$ cat src/rtl/accum8_stage.sv
// accum8_stage: handshake-driven add/subtract accumulator with sticky carry/overflow flags and a saturating operand counter
//
// Optional feature macro: ACCUM8_SATURATE_EN
//   defined   -> signed saturating arithmetic (SUM clamps on signed overflow)
//   undefined -> SUM wraps modulo 2^W, no clamping logic
//
// Ports:
//   clk          rising-edge clock
//   rst_n        asynchronous active-low reset
//   in_valid_i   operand on in_data_i/sub_i is valid
//   in_data_i    W-bit operand
//   sub_i        1 = subtract operand, 0 = add operand
//   clr_i        synchronous clear of sum, flags, count and state (highest priority)
//   in_ready_o   stage accepts an operand this cycle (decoded from state only)
//   sum_o        running sum
//   sum_valid_o  one-cycle pulse after sum_o is updated
//   carry_o      sticky carry-out (add) / borrow (sub)
//   ovf_o        sticky two's-complement overflow
//   count_o      operands accepted since reset/clear, saturating
module accum8_stage #(
    parameter int W  = 8,
    parameter int CW = 4
) (
    input  logic          clk,
    input  logic          rst_n,
    input  logic          in_valid_i,
    input  logic [W-1:0]  in_data_i,
    input  logic          sub_i,
    input  logic          clr_i,
    output logic          in_ready_o,
    output logic [W-1:0]  sum_o,
    output logic          sum_valid_o,
    output logic          carry_o,
    output logic          ovf_o,
    output logic [CW-1:0] count_o
);
    typedef enum logic {IDLE, EXEC} state_t;

    state_t        state_q, state_d;
    logic [W-1:0]  opnd_q, opnd_d;
    logic          sub_q, sub_d;
    logic [W-1:0]  sum_q, sum_d;
    logic          sum_valid_q, sum_valid_d;
    logic          carry_q, carry_d;
    logic          ovf_q, ovf_d;
    logic [CW-1:0] count_q, count_d;

    logic [W:0]    add_ext;
    logic [W-1:0]  b_eff;
    logic [W-1:0]  res_raw;
    logic [W-1:0]  res;
    logic          cy;
    logic          ov;

    always_comb begin
        add_ext = {1'b0, sum_q} + {1'b0, opnd_q};
        res_raw = sub_q ? sum_q - opnd_q : add_ext[W-1:0];
        cy      = sub_q ? (sum_q < opnd_q) : add_ext[W];
        // Effective second operand: negated for subtraction, used only for the overflow sign test.
        b_eff   = sub_q ? -opnd_q : opnd_q;
        ov      = (sum_q[W-1] == b_eff[W-1]) && (res_raw[W-1] != sum_q[W-1]);
`ifdef ACCUM8_SATURATE_EN
        // Overflow direction follows the sign of the accumulator operand.
        res     = ov ? (sum_q[W-1] ? {1'b1, {(W-1){1'b0}}} : {1'b0, {(W-1){1'b1}}}) : res_raw;
`else
        res     = res_raw;
`endif
    end

    always_comb begin
        state_d     = state_q;
        opnd_d      = opnd_q;
        sub_d       = sub_q;
        sum_d       = sum_q;
        sum_valid_d = 1'b0;
        carry_d     = carry_q;
        ovf_d       = ovf_q;
        count_d     = count_q;
        if (clr_i) begin
            state_d = IDLE;
            sum_d   = '0;
            carry_d = 1'b0;
            ovf_d   = 1'b0;
            count_d = '0;
        end else if (state_q == EXEC) begin
            state_d     = IDLE;
            sum_d       = res;
            sum_valid_d = 1'b1;
            carry_d     = carry_q | cy;
            ovf_d       = ovf_q | ov;
        end else if (in_valid_i) begin
            state_d = EXEC;
            opnd_d  = in_data_i;
            sub_d   = sub_i;
            count_d = (&count_q) ? count_q : count_q + 1'b1;
        end
    end

    always_ff @(posedge clk or negedge rst_n) begin
        if (!rst_n) begin
            state_q     <= IDLE;
            opnd_q      <= '0;
            sub_q       <= 1'b0;
            sum_q       <= '0;
            sum_valid_q <= 1'b0;
            carry_q     <= 1'b0;
            ovf_q       <= 1'b0;
            count_q     <= '0;
        end else begin
            state_q     <= state_d;
            opnd_q      <= opnd_d;
            sub_q       <= sub_d;
            sum_q       <= sum_d;
            sum_valid_q <= sum_valid_d;
            carry_q     <= carry_d;
            ovf_q       <= ovf_d;
            count_q     <= count_d;
        end
    end

    assign in_ready_o  = (state_q == IDLE);
    assign sum_o       = sum_q;
    assign sum_valid_o = sum_valid_q;
    assign carry_o     = carry_q;
    assign ovf_o       = ovf_q;
    assign count_o     = count_q;
endmodule
$ cat config.mk
export PLATFORM = sky130hd
export DESIGN_NAME = accum8_stage
export DESIGN_NICKNAME = d
export VERILOG_FILES = /design/src/rtl/accum8_stage.sv
export SDC_FILE = /design/constraint.sdc
export NUM_CORES = 1
export LEC_CHECK = 0
export CAP_MARGIN = 20
export CELL_PAD_IN_SITES_DETAIL_PLACEMENT = 1
export CELL_PAD_IN_SITES_GLOBAL_PLACEMENT = 1
export CORE_ASPECT_RATIO = 1.1
export CORE_MARGIN = 2
export CORE_UTILIZATION = 40
export DETAILED_ROUTE_END_ITERATION = 8
export PLACE_DENSITY_LB_ADDON = 0.1
export SLEW_MARGIN = 10
export SYNTH_ARGS = -nofsm -noshare
export SYNTH_HDL_FRONTEND = slang
export SYNTH_SLANG_ARGS = --single-unit
$ cat constraint.sdc
create_clock -name clk -period 2.3 [get_ports clk]
set_input_delay 0.345 -clock clk [delete_from_list [all_inputs] [get_ports clk]]
set_output_delay 0.345 -clock clk [all_outputs]
set_load 0.05 [all_outputs]
Yosys cells after proc, flatten, opt, wreduce, memory -nomap -nowiden. Index checks and enable logic that the tools add are counted.

Input bits: 13. Flip-flop bits (word level): 25.

Multiplexer cells: 18. Reductions and logical operators: 6. Magnitude comparators: 1. Add/subtract/negate cells: 4. Bitwise logic cells: 4. Eq/ne operators: 4.

Operator list (count): 8-bit 2-to-1 mux (4); 4-bit 2-to-1 mux (4); 1-bit 2-to-1 mux (10); 8-bit by 8-bit adder with 9-bit output (1); 8-bit less-than comparator (1); 8-bit negation (1); 8-bit subtractor (1); 3-bit AND reduction (2); 4-bit by 1-bit adder with 4-bit output, second input constant (1); 2-bit != test, second input constant (2); 4-bit AND reduction (1); 2-bit nonzero test (2); 1-bit inverter (2); 1-bit bitwise OR (2); 1-bit == test (1); 1-bit logical AND (1); 1-bit != test (1).

Logic depth before layout (Yosys ltp). Gate-level depths: netlist of the first run.

Word-level depth: 7. Depth in mapped cells: 10. Gate-level depth less buffers: 10.

Worst setup path after synthesis of the first run. Ideal clock, no wire load.

Path kind: reg2reg. Start: register sum_q[4] (netlist: sum_o[4]). End: register ovf_q (netlist: ovf_o). Data required time: 2.233 ns. Period minus slack after synthesis: 2.411 ns. Data arrival time: 2.344 ns. Setup slack: -0.111 ns. Stages on the path, launching flop included: 9. Library setup time: 0.067 ns. Path through: dfrtp_1 > ha_1 > buf_6 > or3_4 > o221ai_2 > a2111oi_1 > or3_4 > a21o_1 > nand3_2.

Cells in the longest elaborated chain, start to end: 7. Elaborated cells between the ends (all ways): 8.

RTL lines: start: declaration (RTL line 42) `logic [W-1:0] sum_q, sum_d;`; start signal: assignment (RTL line 113) `sum_q <= sum_d;`; 8-bit by 8-bit adder with 9-bit output or 8-bit subtractor (tied branches) (RTL line 56, 57); 8-bit 2-to-1 mux (*) (RTL line 57) `res_raw = sub_q ? sum_q - opnd_q : add_ext[W-1:0];`; 1-bit != test (*) (RTL line 61) `ov = (sum_q[W-1] == b_eff[W-1]) && (res_raw[W-1] != sum_q[W-1]);`; 1-bit logical AND (*) (RTL line 61); 1-bit bitwise OR (*) (RTL line 90) `ovf_d = ovf_q | ov;`; 1-bit 2-to-1 mux (*) (RTL line 85) `end else if (state_q == EXEC) begin`; 1-bit 2-to-1 mux (*) (RTL line 79) `if (clr_i) begin`; end signal: assignment (RTL line 116) `ovf_q <= ovf_d;`; end: declaration (RTL line 45) `logic ovf_q, ovf_d;`.

Every way passes the cells marked *; elsewhere a longest branch is shown, timed or not. The select of a mux whose other input is x is not followed. A chain may end at the register's enable or synchronous reset.

Worst setup path in the final report of the first run.
Start: register opnd_q[0]. End: register sum_q[6] (netlist: sum_o[6]).

Cells in the longest elaborated chain, start to end: 4. Elaborated cells between the ends (all ways): 5.

RTL lines: start: declaration (RTL line 40) `logic [W-1:0] opnd_q, opnd_d;`; start signal: assignment (RTL line 111) `opnd_q <= opnd_d;`; 8-bit by 8-bit adder with 9-bit output or 8-bit subtractor (tied branches) (RTL line 56, 57); 8-bit 2-to-1 mux (*) (RTL line 57); 8-bit 2-to-1 mux (*) (RTL line 85); 8-bit 2-to-1 mux (*) (RTL line 79).

Marked as above.

==> results.ini, run 1 <==
[die]
core_area_sq_um = 3994
num_rows = 24
io_pins = 29
die_h_um = 71.85
dieWidth_um = 65.68
fp.dieArea_sq_um = 4719
start_util_pct = 41.92

[critical_path]
crit_type = reg -> reg
max_stage_delay_ps = 440
r2r_cells = 9
reg2reg_to = sum_o[6]$_DFFE_PN0P_
cp_max_fo = 4
cp_data_arrival_time_ps = 2410
cp.required_ps = 2500
r2r_slack_ps = 90
reg2reg_from = opnd_q[0]$_DFFE_PN0P_
worstSetupStartpoint = opnd_q[0]$_DFFE_PN0P_
cp_slowest_cell = dfrtp_1
crit_path_start_kind = flop
critPathCaptureType = flop
cp_cell_sequence = ha_4 -> fa_2 -> nor2b_4 -> o21a_1 -> o21bai_1 -> a21oi_2 -> o31ai_2 -> xnor2_1 -> a211oi_2

[yosys]
synth_top_family_by_area = compound AO/OA/AOI/OAI gates
synth_compound_area_share_pct = 18.16
yosysTopAreaCell = dfrtp_1
synth_edf_count = 0
yosysMostFrequentCell = dfrtp_1
synth_ff_type = dfrtp_1
synthAdderAreaFrac_pct = 15.10
async_flop_share_pct = 100.0
syn_nets = 209
synthXorXnorAreaFrac_pct = 4.709
ys_top_cells_by_area = dfrtp_1, ha_1, nor2_1, o21ai_0, xnor2_1
ys_ff_latch = 25
synth_warnings = 0
synth_top_area_share_pct = 37.37
synth.distinct_cells = 40
seq_area_frac_synth_pct = 37.37
netlist_top_cells_count = dfrtp_1, nor2_1, ha_1
yosys.area_share.simple_pct = 14.42
syn_area_sq_um = 1674
synth_area_per_cell_sq_um = 9.458
synth_mux_area_share_pct = 4.335
syn_inst = 177

[sta]
setup-violations-final = 0
clock.fmax_mhz = 451.6
timing.hold.ws_ps = 422.3
tns_ps = 0
worst_pin_slew_ps = 514.5
finalCritPeriodShare_pct = 96.27
layout_min_cycle_time_ps = 2214
finalHoldViolCount = 0
fin_worst_skew_ps = 1.806
maxSlewHeadroom_pct = 65.59
rsz0062_at_grt = true
slew_violations = 0

[route]
vias = 1422
vias_per_cell = 5.247
route.detailed.drc = 0
wire_per_inst_um = 16.34
drt-pass1-iter-count = 4
routed_wl_mm = 4.429
drt_iter0_markers = 62
detail-route-antenna-nets = 0

[clocking]
cts_buffer_depth = 2
clkTransAtPathRegs_ps = 90
cts_sinks = 25
cts_tree = yes
cts_buffers = 3
insertion_delay_ps = 270
cts_root_buf = clkbuf_8
h-tree-depth = 1
postCtsHoldBufs = 0

[placed_design]
io_buffer_count = 28
hpwl_mm = 3.351
place.gp.congestion = 0.8090

[global_routing]
antenna_found_initial = 0
grt_max_degree = 26
gr-usage-all-layers_pct = 20.50
grt_pass1_vias = 1533
overflow = 0
grt_pass1_wl_mm = 7.320

[outcome]
status = finished clean

[power]
p_per_area_nw_per_um2 = 682.1
p_leak_uw = 0.001013
power_uw = 1515
peakVddDrop_mv = 0.4236

[layout]
nets = 252
diodes = 0
drive_gt1_share_pct = 20.09
area_growth_pct = 32.66

[job]
cap_violations = 0

[worst_hold_path]
hold_class = in -> async

-- how the worst max path moves through the flow --
| stage | cells after the start | to | slack (ps) |
|---|---|---|---|
| global placement | 9 | sum_o[6]$_DFFE_PN0P_ | 80 |
| global route | 9 | sum_o[6]$_DFFE_PN0P_ | -60 |
| finish | 9 | sum_o[6]$_DFFE_PN0P_ | 90 |
| detailed placement | 9 | sum_o[6]$_DFFE_PN0P_ | -30 |
| CTS | 9 | sum_o[6]$_DFFE_PN0P_ | 9 |
| floorplan | 7 | ovf_o$_DFFE_PN0P_ | -30 |
-- layer usage --
| metal | GRT usage, % | share of wire (%) | vias up |
|---|---|---|---|
| met5 | 0 | 0 | - |
| met4 | 6.944 | 1.4 | 0 |
| met3 | 3.140 | 2.3 | 8 |
| met2 | 35.69 | 52 | 25 |
| met1 | 25.70 | 44 | 695 |
| li1 | - | - | 694 |
-- cells in the final DEF, fill, tap and decap left out, drive strengths merged, types with 2 or more instances in the layout --
cell type       n
dfrtp          25
or3             2
xnor2           7
o21ai          13
mux2i           5
nor2b           3
ha             17
nand4           2
buf            18
mux2            2
a21o            3
a21oi          11
nand2b          2
inv            16
clkdlybuf4s50  28
or4             2
o31ai           2
nor2           18
nand3           5
a211oi          3
clkbuf          3
fa              2
a22o            4
a31oi           2
nand2          10
xor2            2
-- cell families (layout without fill, tap and decap cells) --
logic type | Yosys count | after routing
AO/OA/AOI/OAI | 45 | 45
XOR/XNOR | 9 | 9
adder cells (fa/ha/maj) | 19 | 19
buffers and inverters | 24 | 66
flip-flops | 25 | 25
multiplexers | 7 | 7
AND/OR/NAND/NOR | 48 | 48
-- sequential cells by signal, summed over array words and instances, names as in the netlist --
register,cells
carry_o,1
sum_o,8
ovf_o,1
state_q,1
count_o,4
sub_q,1
sum_valid_o,1
opnd_q,8
-- cell type report --
type,instances,area [sq um]
Timing Repair Buffer,46,415.4
Tap cell,52,65.06
Clock buffer,3,41.29
Inverter,16,60.06
Sequential cell,25,628.1
Multi-Input combinational cell,128,1006
Clock inverter,1,5.005
Fill cell,457,1773
-- power by group --
part           leakage, uW  total [uW]  internal, uW  switching, uW
registers         0.000324         547           488           59.0
logic             0.000664         695           308            387
clock network    0.0000255         273           122            151
total              0.00101        1510           917            597
-- worst max-delay path: cells and delay by family, from the launching register on --
family | cells | cell delay (ps)
compound gates | 5 | 910
xor+xnor | 1 | 130
fa+ha+maj | 2 | 530
flops | 1 | 440
simple gates | 1 | 130
-- stage by stage --
stage,instance area [sq um],setup WS (ps),utilization (%),std cells
5_1_grt,2221,-56.83,55.61,271
3_3_place_gp,2081,83.39,52.10,262
3_5_place_dp,2081,-26.30,52.10,262
2_1_floorplan,1677,-27.96,-,177
6_report,2221,85.80,55.61,271
4_1_cts,2137,8.680,53.51,267
-- repair_timing --
action                     4_1_cts  5_1_grt
setup buffers                    1        4
pin swaps                        2        9
resized for setup                1       18
setup endpoints to repair        1        4
Power figures use the tool's default switching activity.
==> inputs of run 2 (changes only) <==
Settings changed: SKIP_CTS_REPAIR_TIMING set to 1.
==> results.ini, run 2 (synthesis gave the netlist of run 1 again) <==
[clocking]
cts_buffers = 3
insertion_delay_ps = 280
cts_tree = yes
h-tree-depth = 1
cts_sinks = 25
clkTransAtPathRegs_ps = 100
cts_root_buf = clkbuf_8
cts_buffer_depth = 2

[layout]
area_growth_pct = 31.84
fillCellCount = 471
drive_gt1_share_pct = 18.72
layout_commonest_cell = clkdlybuf4s50_1
final-instance-count-excl-fill = 271
nets = 252
multiInputGateArea_sq_um = 992.2
layout_common_cells = clkdlybuf4s50_1, dfrtp_1, nor2_1, buf_4, inv_1
seq_area_sq_um = 628.1
diodes = 0

[critical_path]
crit_type = reg -> reg
cp.required_ps = 2500
reg2reg_to = sum_o[6]$_DFFE_PN0P_
critPathCaptureType = flop
r2r_cells = 9
reg2reg_from = opnd_q[0]$_DFFE_PN0P_
r2r_slack_ps = 30
cp_max_fo = 4
crit_path_start_kind = flop
cp_data_arrival_time_ps = 2460

[global_routing]
grt_pass1_vias = 1516
gr-usage-all-layers_pct = 20.45
antenna_found_initial = 0
busiest_layer = met2
gr-usage-met2_pct = 35.02
grt_max_degree = 26
grtUsageMet3_pct = 2.826
overflow = 0
grt_pass1_wl_mm = 7.307
use_met1_pct = 26.55

[die]
die_h_um = 71.85
start_util_pct = 41.92
fp.dieArea_sq_um = 4719
num_rows = 24
io_pins = 29
dieWidth_um = 65.68
core_area_sq_um = 3994

[power]
peakVddDrop_mv = 0.3694
p_per_area_nw_per_um2 = 682.6
clkPwrFrac_pct = 18.4
p_leak_uw = 0.001010
internal_power_uw = 912.7
power.share.combinational_pct = 45.3
seq_power_share_pct = 36.3
sw_frac_of_total_pct = 39.41
power.switching_uw = 593.8

[route]
vias = 1421
routed_wl_mm = 4.428
drt-pass1-iter-count = 4
vias_per_cell = 5.244
drt_iter0_markers = 55
route.detailed.drc = 0
detail-route-antenna-nets = 0
wire_per_inst_um = 16.34

[placed_design]
pre_cts_slack_ps = -26.30
hpwl_mm = 3.351
place.gp.congestion = 0.8090
io_buffer_count = 28
dp.cells = 262

[sta]
setup-violations-final = 0
slew_violations = 0
fin_ws_ps = 34.99
fin_worst_skew_ps = 4.357
worst_pin_slew_ps = 513.6
maxSlewHeadroom_pct = 65.65
rsz0062_at_grt = true
layout_min_cycle_time_ps = 2265
finalCritPeriodShare_pct = 98.48
finalHoldViolCount = 0
clock.fmax_mhz = 441.5

[outcome]
status = finished clean

[job]
cap_violations = 0

[worst_hold_path]
hold_class = in -> async

run 2: power by group through the flow:
stage,clock network (uW),registers [uW],logic [uW]
after floorplan,0,617,368
after global placement,0,550,624
after detailed placement,0,553,641
after CTS,288,544,644
after global routing,305,556,754
final,277,547,682
run 2: critical path: stages (launching register included):
cell and delay [ps]:
dfrtp_1 440, ha_4 190, fa_2 340, nor2b_1 140
o21a_1 180, o21bai_1 210, a21oi_2 100, o31ai_2 280
xnor2_1 120, a211oi_2 180
run 2: area by class of cell:
class                      instances  share of cell area [%]
clock buffer                       3                   1.871
tap                               52                   2.948
sequential                        25                   28.46
clock inverter                     1                  0.2268
multi-input combinational        128                   44.95
timing repair buffer              46                   18.82
inverter                          16                   2.721
run 2: how the worst max path moves through the flow:
stage	from	endpoint	slack, ps
6_report	opnd_q[0]$_DFFE_PN0P_	sum_o[6]$_DFFE_PN0P_	30
2_1_floorplan	sum_o[2]$_DFFE_PN0P_	ovf_o$_DFFE_PN0P_	-30
3_3_place_gp	sum_o[0]$_DFFE_PN0P_	sum_o[6]$_DFFE_PN0P_	80
4_1_cts	sum_o[0]$_DFFE_PN0P_	sum_o[6]$_DFFE_PN0P_	-50
3_5_place_dp	sum_o[0]$_DFFE_PN0P_	sum_o[6]$_DFFE_PN0P_	-30
5_1_grt	opnd_q[0]$_DFFE_PN0P_	sum_o[6]$_DFFE_PN0P_	-110
run 2: stage by stage:
stage	util, %	instance area (sq um)	hold WS [ps]	power, uW	TNS (ps)
after global routing	55.26	2207	448.5	1616	-169.8
after global placement	52.10	2081	478.7	1174	0
after floorplan	-	1677	49.41	984.2	-27.96
final	55.26	2207	422.3	1506	0
after detailed placement	52.10	2081	479.2	1194	-26.30
after CTS	53.26	2127	442.6	1476	-52.91
run 2: layer usage:
metal	vias up	routed length [um]
li1	700	-
met4	0	57
met5	-	0
met3	6	103
met1	691	1926
met2	24	2341
==> edit: new RTL, flow settings as in run 1 <==
Build with the macro `ACCUM8_SATURATE_EN` defined.
--- a/src/rtl/accum8_stage.sv
+++ b/src/rtl/accum8_stage.sv
@@ -18,4 +18,6 @@
 //   ovf_o        sticky two's-complement overflow
 //   count_o      operands accepted since reset/clear, saturating
+`define ACCUM8_SATURATE_EN
+
 module accum8_stage #(
     parameter int W  = 8,
Behaviour: not the same (Yosys sat finds a counterexample within 10 cycles, from zero or initial values and one cycle with rst_n low).
==> edit against run 1 <==
- area after synthesis rose by 9.0%
- largest cell class unchanged
- sequential cell count unchanged
- final cell count is 14% higher
- the flow now finishes with violations (negative setup slack)
- worst setup slack worse by 0.31 ns
- non-clock buffer count is 22 higher
- worst hold slack gained 0.011 ns
- power is 45% higher
- cell area grew 17%
- highest routed layer unchanged
- wire length grew 27%
==> edit: results <==
[sta]
skew_ns = 0.0115
hold_ws_ns = 0.433
fin_ws_ns = -0.222
setup_violations = 9
worstMarginPinSlew_ns = 0.551

[synthesis]
avgSynthCellArea_um2 = 9.61
synthTopCellsByCount = "25 x dfrtp_1, 17 x ha_1, 17 x nor2_1"
synthDistinctLibCells = 50
synth_area_leaders = "dfrtp_1 34%, ha_1 12%, o21ai_0 3.8%, nor2_1 3.5%, xnor2_1 3.4%"
synth.net_count = 222

[worst_setup_path]
critPathMaxFanout = 5
cp.arrival_ns = 2.70
worstReg2RegEnd = "sum_o[1]$_DFFE_PN0P_"
ff2ff_path_depth = 10
r2r-start = "opnd_q[4]$_DFFE_PN0P_"
slowest_delay_ns = 0.40

[clock_tree]
cts_setup_buffers = 2
post_cts_resize_count = 7

[place]
gp_congestion = 0.909
dp_cells = 300
dpl_cell_area_um2 = 2430

[cells_and_area]
final_nets = 287
layout-drive-gt1-share_pct = 33.1
instances_no_fill = 308

[run_status]
status = "complete, but fails checks"
violations = "negative setup slack"

[global_routing]
grt_pass1_wl_mm = 9.04

[drt]
met3_length_um = 160
viasPerCell = 5.43
[edit: changes by cell type after synthesis, moves of 3 or more]
| cell | change |
|---|---|
| nand2_1 | +6 |
| a221oi_2 | +4 |
| a22o_1 | -4 |
| a211oi_1 | -3 |
| nand3_1 | -3 |
| nor2b_1 | +3 |
| o211ai_1 | +3 |
[edit: worst max path at each step]
stage,endpoint,slack (ns),cells past startpoint
finish,sum_o[1]$_DFFE_PN0P_,-0.22,10
global route,sum_o[6]$_DFFE_PN0P_,-0.32,12
CTS,sum_o[1]$_DFFE_PN0P_,-0.20,9
detailed placement,sum_o[1]$_DFFE_PN0P_,-0.22,9
global placement,carry_o$_DFFE_PN0P_,-0.13,9
floorplan,sum_o[4]$_DFFE_PN0P_,-0.23,8
[edit: kinds of logic after synthesis]
family,Yosys count,share of synthesized area [%]
and+or+nand+nor,52,13.9
buffers and inverters,23,5.35
xor gates and xnor gates,10,5.21
muxes,6,3.43
DFF,25,34.3
AOI/OAI and AO/OA,55,24.0
adders and majority gates,19,13.8
[edit: power groups by stage]
stage               clock, uW  sequential (uW)  combinational [uW]
floorplan                   0              680                 623
finish                    277              567                1350
detailed placement          0              571                1160
global placement            0              566                1120
CTS                       278              563                1250
global route              289              576                1460
[edit: worst max-delay path: cells and delay by family, from the launching register on]
family	cells	cell delay, ns
xor gates and xnor gates	1	0.20
buffers and inverters	2	0.24
AOI/OAI and AO/OA	5	1.03
DFF	1	0.40
adders and majority gates	1	0.20
and+or+nand+nor	1	0.34
[edit: final cells by class]
class,count,area [um2]
multi-input combinational,142,1210
inverter,15,56.3
clock buffer,4,45.0
tap,54,67.6
sequential,25,632
timing repair buffer,68,589
fill,498,1750
